### src/rtl/crc8_frame_sched.sv
// Byte-to-bit scheduler for a serial CRC-8 engine: shifts framed bytes out MSB first,
// waits for the engine's done flag (bounded by a timeout) and holds the result for a consumer.
module crc8_frame_sched #(
  parameter int DONE_TIMEOUT = 4,
  parameter int MAX_BYTES    = 64
) (
  input  logic       clk,
  input  logic       rst,
  input  logic [7:0] s_data,
  input  logic       s_valid,
  input  logic       s_last,
  output logic       s_ready,
  output logic       bit_out,
  output logic       bit_valid,
  output logic       bit_last,
  input  logic [7:0] crc_in,
  input  logic       crc_done_in,
  output logic [7:0] res_crc,
  output logic [7:0] res_len,
  output logic       res_err,
  output logic       res_valid,
  input  logic       res_ready,
  output logic       busy
);
  localparam int            TW        = (DONE_TIMEOUT > 1) ? $clog2(DONE_TIMEOUT) : 1;
  localparam logic [TW-1:0] WAIT_LAST = TW'(DONE_TIMEOUT - 1);
  localparam logic [7:0]    LEN_MAX   = 8'(MAX_BYTES);

  typedef enum logic [1:0] {IDLE, SHIFT, WAIT_DONE, RESULT} state_t;

  state_t        state, state_nx;
  logic [2:0]    cnt, cnt_nx;
  logic [7:0]    shreg, shreg_nx;
  logic          last_q, last_nx;
  logic [7:0]    len, len_nx;
  logic [TW-1:0] wcnt, wcnt_nx;
  logic [7:0]    res_crc_nx, res_len_nx;
  logic          res_err_nx;
  logic          ready_c;
  logic [7:0]    len_inc;

  assign len_inc   = len + 8'd1;
  // State already reads IDLE during reset, so the handshake is masked explicitly.
  assign s_ready   = ready_c & ~rst;
  assign bit_valid = (state == SHIFT);
  assign bit_out   = bit_valid & shreg[~cnt];
  assign bit_last  = bit_valid & (cnt == 3'd7) & last_q;
  assign res_valid = (state == RESULT);
  assign busy      = (state != IDLE);

  always_comb begin
    // NOTE: every signal written here gets a default first, so no path can infer a latch.
    state_nx   = state;
    cnt_nx     = cnt;
    shreg_nx   = shreg;
    last_nx    = last_q;
    len_nx     = len;
    wcnt_nx    = wcnt;
    res_crc_nx = res_crc;
    res_len_nx = res_len;
    res_err_nx = res_err;
    ready_c    = 1'b0;

    unique case (state)
      IDLE: ready_c = 1'b1;
      SHIFT: begin
        cnt_nx = cnt + 3'd1;
        if (cnt == 3'd7) begin
          if (last_q) begin
            state_nx = WAIT_DONE;
            wcnt_nx  = '0;
          end else begin
            ready_c  = 1'b1;
            state_nx = IDLE;
          end
        end
      end
      WAIT_DONE: begin
        wcnt_nx = wcnt + 1'b1;
        if (crc_done_in) begin
          res_crc_nx = crc_in;
          res_err_nx = 1'b0;
          res_len_nx = len;
          state_nx   = RESULT;
        end else if (wcnt == WAIT_LAST) begin
          res_crc_nx = 8'h00;
          res_err_nx = 1'b1;
          res_len_nx = len;
          state_nx   = RESULT;
        end
      end
      RESULT: begin
        if (res_ready) begin
          len_nx   = '0;
          state_nx = IDLE;
        end
      end
      default: state_nx = IDLE;
    endcase

    // Acceptance is shared by IDLE and the cnt==7 handoff, which keeps bit_valid gap-free.
    if (ready_c && s_valid) begin
      shreg_nx = s_data;
      last_nx  = s_last | (len_inc == LEN_MAX);
      len_nx   = len_inc;
      cnt_nx   = '0;
      state_nx = SHIFT;
    end
  end

  // NOTE: non-blocking assignments so every flop samples the values from before the edge.
  always_ff @(posedge clk or posedge rst) begin
    if (rst) begin
      state   <= IDLE;
      cnt     <= '0;
      shreg   <= '0;
      last_q  <= 1'b0;
      len     <= '0;
      wcnt    <= '0;
      res_crc <= '0;
      res_len <= '0;
      res_err <= 1'b0;
    end else begin
      state   <= state_nx;
      cnt     <= cnt_nx;
      shreg   <= shreg_nx;
      last_q  <= last_nx;
      len     <= len_nx;
      wcnt    <= wcnt_nx;
      res_crc <= res_crc_nx;
      res_len <= res_len_nx;
      res_err <= res_err_nx;
    end
  end

endmodule

### config.mk
export PLATFORM = sky130hd
export DESIGN_NAME = crc8_frame_sched
export DESIGN_NICKNAME = d
export VERILOG_FILES = /design/src/rtl/crc8_frame_sched.sv
export SDC_FILE = /design/constraint.sdc
export NUM_CORES = 1
export LEC_CHECK = 0
export CAP_MARGIN = 20
export CORE_AREA = 8 8 75 70
export DETAILED_ROUTE_END_ITERATION = 10
export DIE_AREA = 0 0 83 78
export PLACE_DENSITY_LB_ADDON = 0.1
export SLEW_MARGIN = 15
export SYNTH_ARGS = -nofsm -noshare
export SYNTH_HDL_FRONTEND = slang
export SYNTH_SLANG_ARGS = --single-unit
### constraint.sdc
create_clock -name clk -period 2.78 [get_ports clk]
set_input_delay 0.556 -clock clk [delete_from_list [all_inputs] [get_ports clk]]
set_output_delay 0.556 -clock clk [all_outputs]
set_load 0.01 [all_outputs]
==> impl_metrics.yaml <==
clock_network:
  cts-resized-gates: 0
  cts_root_buf: "clkbuf_8"
  cts_tree: "built"
  cts.htree.levels: 2
  hold_buffers: 0
  clock_path_buffers: 2
  clock_latency_ns: 0.29
  clkSinkCount: 41
  clk_pin_slew_worst_paths_ns: 0.08
  numCtsBuffers: 5
  cts_setup_buffers: 0
critical_path:
  critPathBufInv: 2
  worstPathCellList: "inv_1, ha_1, and3b_4, o21a_1, clkdlybuf4s50_1"
  required_ns: 2.22
  setup.worst_path.class: "register to primary output"
  worst_ep_arrival_time_ns: 2.09
  end_kind: "primary output"
  critical_path.max_stage_delay_ns: 0.53
  cp-start-kind: "register"
  crit_fanout: 8
  crit_path_top_delay_cell: "clkdlybuf4s50_1"
  critical_path.top_delay_family: "buffers and inverters"
timing:
  clock_skew_ns: 0.00408
  hold_violations: 0
  rsz0062_at_grt: "false"
  slew_headroom_pct: 65.6
  finalSetupViolations: 0
  worst_pin_slew_ns: 0.517
  worst_slack_ns: 0.130
  fin_crit_ns: 2.65
  fmaxAchievable_ghz: 0.377
  finalMaxSlewViolations: 0
  tns_ns: 0
  final.period_utilization_pct: 95.3
route:
  drc: 0
  drt_first_pass_iters: 4
  routedWlPerCell_um: 16.4
  ant_nets: 0
  wirelength_um: 4860
  drt_iter0_drc: 75
  vias: 1620
  routed_via_density: 5.47
die:
  die-height_um: 78
  start_util_pct: 51.8
  dieArea_um2: 6470
  num_io_pins: 45
  die_x_um: 83
  num_rows: 22
  core_area_um2: 3990
synthesis:
  synth.area.top_cells: "dfrtp_1 (50%), nand2_1 (7.8%), ha_1 (6.0%), mux2_2 (4.4%), a22o_1 (3.4%)"
  yosys-top-cells-count: "nand2_1 (43), dfrtp_1 (41), o21ai_0 (13), nor2_1 (12), ha_1 (10)"
  yosys_warnings: 0
  synthCells: 199
  synthArstFlopShare_pct: 100
  synth_edf_count: 0
  ys_ff_latch: 41
  ys_seq_area_share_pct: 49.6
  synth_top_area_share_pct: 49.6
  syn-num-nets: 231
  synthesis.area_um2: 2070
  avgSynthCellArea_um2: 10.4
  yosysMostFrequentCell: "nand2_1"
  yosysTopAreaCell: "dfrtp_1"
  yosysUniqueCellTypes: 41
  ys.flop_type: "dfrtp_1"
global_routing:
  grt_max_degree: 42
  antenna_found_initial: 0
  grt_pass1_vias: 1644
  gr-total-overflow: 0
  grt_pass1_wl_um: 8150
  grt_use_total_pct: 15.2
min_path:
  hold_path.class: "register to register"
power:
  power_mw: 2.39
  p_leak_nw: 1.22
  power.share.clock_pct: 20.9
  p_int_mw: 1.58
  p_switching_mw: 0.813
  swShare_pct: 34.0
  p_comb_share_pct: 40.3
  power.density_nw_per_um2: 895
  ir_worst_vdd_v: 0.000336
  p_seq_share_pct: 38.8
layout:
  finalNetCount: 279
  layout-drive-gt1-share_pct: 12.5
  finalNonFillerCells: 296
  insertedDiodeCount: 0
  area_growth_pct: 29.0
  n_fill_cell: 303
  fin_util_pct: 66.9
flow_run:
  maxCapViolations: 0
placement:
  dp_slack_ns: 0.468
  place_inst: 288
  io_buffer_count: 44
  hpwl_um: 3420
  gp_congestion: 0.822
outcome:
  status: "finished clean"
## cell families (layout without fill, tap and decap cells)
family                     count (synthesis)  in the layout  share of synthesized area (%)
and+or+nand+nor                           72             72                           15.2
AOI/OAI and AO/OA                         44             44                           15.7
DFF                                       41             41                           49.6
buffers and inverters                     15             64                           3.87
muxes                                     13             13                           7.98
adders and majority gates                 10             10                           6.05
xor gates and xnor gates                   4              4                           1.69
## flip-flops by register name (all words and copies together), names as in the netlist
name	flops
last_q	1
res_err	1
shreg	8
cnt	3
wcnt	2
res_len	8
len	8
state	2
res_crc	8
## through the flow
stage / instance area (um2) / hold slack (ns)
finish: 2670 / 0.478
floorplan: 2070 / 0.440
global placement: 2550 / 0.466
detailed placement: 2550 / 0.463
global route: 2670 / 0.494
CTS: 2670 / 0.484
## power by group through the flow
stage	clock network, mW	registers, mW	logic (mW)
floorplan	0	0.936	0.575
global placement	0	0.925	0.931
detailed placement	0	0.937	0.959
CTS	0.508	0.925	0.974
global route	0.539	0.950	1.06
finish	0.500	0.927	0.964
## layer usage
layer	track usage, %	routed length, um
met1	19.0	2270
met2	23.8	2230
met3	5.74	274
met4	4.91	82
met5	0	0
## path summary, 6_finish.rpt
check                      cells after the start          to      from  slack (ns)
setup / recovery                               5     s_ready  state[1]        0.13
hold / removal                                 2    shreg[2]  shreg[2]        0.48
setup reg to reg                               7    state[0]    cnt[0]        0.72
hold reg to reg                                2    shreg[2]  shreg[2]        0.48
max in group asynchronous                      3  res_len[4]       rst        1.68
min in group asynchronous                      3  res_len[0]       rst        0.75
## final cells by class
class	count	area, um2	area share (%)
clock inverter	1	30.0	1.12
timing repair buffer	49	478	17.9
inverter	7	26.3	0.984
sequential	41	1030	38.4
tap	48	60.1	2.25
multi-input combinational	143	963	36.1
clock buffer	7	86.3	3.23
## layout by cell type (no fill, tap or decap), drive strengths merged
| master | Yosys | routed |
|---|---|---|
| a211oi | 1 | 1 |
| a21o | 2 | 2 |
| a21oi | 6 | 6 |
| a221oi | 1 | 1 |
| a22o | 8 | 8 |
| a311oi | 1 | 1 |
| a41oi | 1 | 1 |
| and2 | 3 | 3 |
| and3 | 1 | 1 |
| and3b | 1 | 1 |
| buf | 7 | 5 |
| bufinv | 0 | 1 |
| clkbuf | 1 | 7 |
| clkdlybuf4s50 | 0 | 44 |
| dfrtp | 41 | 41 |
| ha | 10 | 10 |
| inv | 7 | 7 |
| mux2 | 8 | 8 |
| mux2i | 3 | 3 |
| mux4 | 2 | 2 |
| nand2 | 43 | 43 |
| nand3 | 7 | 7 |
| nor2 | 12 | 12 |
| nor2b | 1 | 1 |
| nor3 | 3 | 3 |
| nor4 | 1 | 1 |
| o21a | 2 | 2 |
| o21ai | 17 | 17 |
| o31ai | 3 | 3 |
| o32ai | 1 | 1 |
| o41ai | 1 | 1 |
| xnor2 | 2 | 2 |
| xor2 | 2 | 2 |
## worst reg2reg max path, cell delays in order (launching register included)
cell,delay (ns)
dfrtp_1,0.45
ha_1,0.24
ha_1,0.23
and3b_4,0.21
o21ai_2,0.40
nand3_1,0.21
nor2_1,0.16
a21oi_1,0.06
(Power assumes the default switching activity.)
==> patch 1, RTL diff (config.mk and constraints unchanged) <==
The parameter `MAX_BYTES` goes from 64 to 32.
--- a/src/rtl/crc8_frame_sched.sv
+++ b/src/rtl/crc8_frame_sched.sv
@@ -2,7 +2,7 @@
 // waits for the engine's done flag (bounded by a timeout) and holds the result for a consumer.
 module crc8_frame_sched #(
   parameter int DONE_TIMEOUT = 4,
-  parameter int MAX_BYTES    = 64
+  parameter int MAX_BYTES    = 32
 ) (
   input  logic       clk,
   input  logic       rst,
Formal check against the unedited RTL: same outputs for any inputs over 10 cycles, from zero or initial values and one cycle with rst high; that may be too few to reach the edited logic, so the function may still have changed.
==> patch 1 against the original RTL <==
Total power up 2.5%; clock skew up 0.0019 ns; sequential cell count unchanged; routed wire length down 11%; cell count down 3.7%; utilization down 1.3 points; hold slack better by 0.011 ns; setup slack better by 0.063 ns; fmax up 2.4%; global-route usage down 1.7 points; synthesized area down 0.97%; design area down 1.9%; synthesized cell count down 4.0%; largest power group unchanged.
==> patch 1: results (changes against the original RTL) <==
Routing usage on met1: 16.5% (-2.5 points)
Unique masters post-synth: 40 (-2.4%)
GR Util met3: 5.11% (-0.63 points)
First-pass GRT wire length: 7300 um (-10%)
Mapped Nets: 223 (-3.5%)
Switch share: 34.8% (+0.83 points)
Adder-cell share of the synthesized area: 6.11% (+0.059 points)
Synth area leaders: dfrtp_1 (50%), nand2_1 (7.0%), mux2_2 (6.6%)
Gr usage total: 13.5% (-1.7 points)
HP Class: flip-flop to flip-flop
WL met3: 243 um (-11%)
Met1 WL: 2090 um (-8.0%)
Later-pin clock latency in the skew report: 0.28 ns
Peak VDD IR: 450 uV (+34%)
Outcome: finished clean
Maximum fanout along the worst path: 5 (-3)
Initial antenna violation count: 0 (unchanged)
Grt met2 use: 21.3% (-2.5 points)
Routed length per instance: 15.2 um (-7.5%)
Worst-Margin Slew: 0.630 ns (+0.114 ns)
Total CTS buffers: 5 (unchanged)
Synth cell count leaders: dfrtp_1 (41), nand2_1 (38), mux2_2 (12)
Drt total wl: 4320 um (-11%)
Logic gate share of total power: 43.9% (+3.6 points)
Hold depth: 2 (unchanged)
Fraction of layout cells with a size suffix above 1: 11.8% (-0.69 points)
Syn_area_per_cell: 10.7 um^2 (+3.2%)
R2R Setup Slk: 0.50 ns (-0.22 ns)
Flop pwr share: 40.3% (+1.5 points)
Synth Area in XOR/XNOR: 1.71% (+0.017 points)
Routability cong.: 0.820 (-0.26%)
Postcts setup bufs: 0 (unchanged)
Vias: 1564 (-3.5%)
Proportion of synthesized area in mux cells: 11.2% (+3.3 points)
Hold_sp: shreg[2]
Dpl hpwl: 3190 um (-6.7%)
Hold_ws: 0.489 ns (+0.0108 ns)
Reg2reg start: cnt[0]
Nets: 269 (-3.6%)
Lkg Pwr: 1.26 nW (+2.8%)
Clk buf depth: 2 (unchanged)
Worst Skew: 0.00595 ns (+0.00187 ns)
Compound-Gate Fraction of Synth Area: 10.1% (-5.5 points)
Iteration-0 DRC Markers: 43 (-43%)
CP max stage delay: 0.54 ns
Pin count of the biggest net entering global routing: 42 (unchanged)
Worst EP arrival: 2.03 ns (-0.06 ns)
Cells after DPL: 278 (-3.5%)
Seq/Total Area, Yosys: 50.1% (+0.48 points)
WL met2: 1940 um (-13%)
-- patch 1: cell count changes in the layout (fill, tap and decap cells not counted), moves of 3 or more --
| cell | unedited run | this run |
|---|---|---|
| nand4_1 | 0 | 4 |
| nor2_1 | 12 | 6 |
| mux2_2 | 8 | 12 |
| o21ai_2 | 3 | 0 |
| nand2_1 | 43 | 38 |
| o21ai_0 | 13 | 3 |
-- patch 1: per-stage QoR --
stage               power, mW  instance area, um^2  util (%)  setup WS, ns
floorplan                1.66                 2050         -         0.781
global placement         2.04                 2530      63.4         0.454
detailed placement       2.08                 2530      63.4         0.440
CTS                      2.48                 2620      65.6         0.172
global route             2.63                 2620      65.6        0.0932
finish                   2.45                 2620      65.6         0.194
-- patch 1: final cells by class --
cell class	instances	area (um^2)
fillers	319	1370
flip-flops and latches	41	1030
multi-input cells	135	950
repair buffers	49	478
clock buffers	7	86.3
well taps	48	60.1
inverters	5	18.8
==> patch 2, RTL diff (same flow settings) <==
Made on the original files. Encoding of `state_t`: now Gray code (2 bits for 4 states).
--- a/src/rtl/crc8_frame_sched.sv
+++ b/src/rtl/crc8_frame_sched.sv
@@ -26,7 +26,7 @@
   localparam logic [TW-1:0] WAIT_LAST = TW'(DONE_TIMEOUT - 1);
   localparam logic [7:0]    LEN_MAX   = 8'(MAX_BYTES);
 
-  typedef enum logic [1:0] {IDLE, SHIFT, WAIT_DONE, RESULT} state_t;
+  typedef enum logic [1:0] {IDLE = 2'b00, SHIFT = 2'b01, WAIT_DONE = 2'b11, RESULT = 2'b10} state_t;
 
   state_t        state, state_nx;
   logic [2:0]    cnt, cnt_nx;
Behaviour: no difference found for any inputs over 10 cycles, from zero or initial values and one cycle with rst high; not proved beyond that.
==> patch 2 against the original RTL <==
Design area down 2.8%; critical endpoint unchanged; largest cell class unchanged; setup slack better by 0.0070 ns; synthesized area fell by 4.4%; cell count shrank 6.1%; combinational power rose by 11%; highest routed layer unchanged; largest power group unchanged; routed wire length is 12% lower; total power up 9.6%; sequential cell count unchanged.
==> patch 2: results (changes against the original RTL) <==
GRT Max-Usage Layer: met2
First-pass GRT wire length: 7420 um (-9.0%)
Clock transition at the registers of the reported paths: 0.09 ns
Slew HR: 66.4% (+0.79 points)
Int Power: 1.73 mW (+9.8%)
Pin count of the biggest net entering global routing: 42 (unchanged)
Seq/Total Area, Yosys: 51.8% (+2.3 points)
Synth cell count leaders: dfrtp_1 (41), nand2_1 (36), nor2_1 (12)
GR Util met3: 5.11% (-0.63 points)
CTS H-Tree Depth: 2 (unchanged)
YS warnings: 0 (unchanged)
Peak VDD IR: 604 uV (+80%)
Mapped Nets: 215 (-6.9%)
Fraction of layout cells with a size suffix above 1: 11.7% (-0.76 points)
Unique masters post-synth: 37 (-9.8%)
Gr usage total: 13.6% (-1.6 points)
Vias in the first global route: 1600 (-2.7%)
Outcome: finished clean
Synth area leaders: dfrtp_1 (52%), nand2_1 (6.8%), ha_1 (6.3%)
Lkg Pwr: 1.22 nW (-0.10%)
Clk buf depth: 2 (unchanged)
Later-pin clock latency in the skew report: 0.30 ns
Placed inst area: 2460 um^2 (-3.7%)
Nets: 261 (-6.5%)
Routed length per instance: 15.4 um (-6.2%)
Worst EP arrival: 2.09 ns (about the same)
Grt met2 use: 23.8% (unchanged)
Fraction of registers with async set/reset: 100% (unchanged)
Buffers added on ports: 44 (unchanged)
Worst Skew: 0.0110 ns (+0.00695 ns)
Iteration-0 DRC Markers: 73 (-2.7%)
Dpl hpwl: 3080 um (-9.9%)
Routability cong.: 0.901 (+9.6%)
Final-layout fill cell count: 303 (unchanged)
Diodes inserted: 0 (unchanged)
Routing usage on met1: 14.7% (-4.3 points)
Clk root buf: clkbuf_8
Initial antenna violation count: 0 (unchanged)
Total CTS buffers: 5 (unchanged)
Maximum fanout along the worst path: 8 (unchanged)
HP Class: flip-flop to flip-flop
Vias/cell: 5.49 (+0.30%)
First-pass iteration count of the detailed router: 4 (unchanged)
==> patch 2: changes by cell type in the layout (fill, tap and decap cells not counted), sizes merged, moves of 3 or more <==
cell and change:
o21ai -6, nand2 -7, nand2b +3, nor3 -3, a21oi +3, nand3 -5
==> patch 2: critical path: stages (launching register included) <==
cell             delay, ns
dfrtp_1               0.43
inv_1                 0.14
ha_2                  0.30
and3b_1               0.23
nor2_1                0.05
nor2_1                0.09
clkdlybuf4s50_1       0.55
==> patch 2: metrics by stage <==
step                hold slack [ns]  power, mW  instances  setup WS, ns  util, %
floorplan                     0.440       1.64        183         0.955        -
global placement              0.457       2.02        270         0.467     61.6
detailed placement            0.459       2.07        270         0.394     61.6
CTS                           0.488       2.65        278        0.0378     65.0
global route                  0.517       2.81        278        0.0492     65.0
finish                        0.488       2.62        278         0.138     65.0
==> patch 2: cell families (layout without fill, tap and decap cells) <==
logic type / Yosys count / in the layout / synth area share [%]
and+or+nand+nor: 62 / 62 / 14.2
adders and majority gates: 10 / 10 / 6.32
xor gates and xnor gates: 5 / 5 / 2.21
DFF: 41 / 41 / 51.8
AOI/OAI and AO/OA: 38 / 38 / 13.5
buffers and inverters: 14 / 61 / 3.54
muxes: 13 / 13 / 8.34
==> patch 2: path summary, 6_finish.rpt <==
check / endpoint / startpoint / depth (start not counted) / slack (ns)
setup / recovery: s_ready / state[1] / 6 / 0.14
hold / removal: shreg[5] / shreg[5] / 2 / 0.49
setup reg to reg: len[5] / cnt[0] / 8 / 0.78
hold reg to reg: shreg[5] / shreg[5] / 2 / 0.49
max in group asynchronous: shreg[3] / rst / 3 / 1.71
min in group asynchronous: wcnt[1] / rst / 3 / 0.72
==> patch 2: what timing repair did <==
item,in CTS,in global routing
buffers inserted,0,0
setup endpoints to repair,0,1
resized for setup,0,1
==> patch 2: per-layer routing <==
layer  routed length (um)  up-vias
met4                   65        0
li1                     -      729
met5                    0        -
met1                 1730      741
met3                  268       10
met2                 2210       46
==> patch 2: layout make-up <==
type	count	area (um^2)	share of cell area, %
Clock buffer	5	68.8	2.65
Clock inverter	3	65.1	2.51
Inverter	5	18.8	0.723
Multi-Input combinational cell	128	886	34.1
Sequential cell	41	1030	39.5
Tap cell	48	60.1	2.31
Timing Repair Buffer	48	470	18.1
==> patch 2: power groups by stage <==
stage	logic [mW]	registers, mW	clock network (mW)
2_1_floorplan	0.657	0.985	0
3_3_place_gp	1.04	0.978	0
4_1_cts	1.09	0.979	0.577
5_1_grt	1.19	1.01	0.605
6_report	1.07	0.980	0.568
3_5_place_dp	1.08	0.986	0
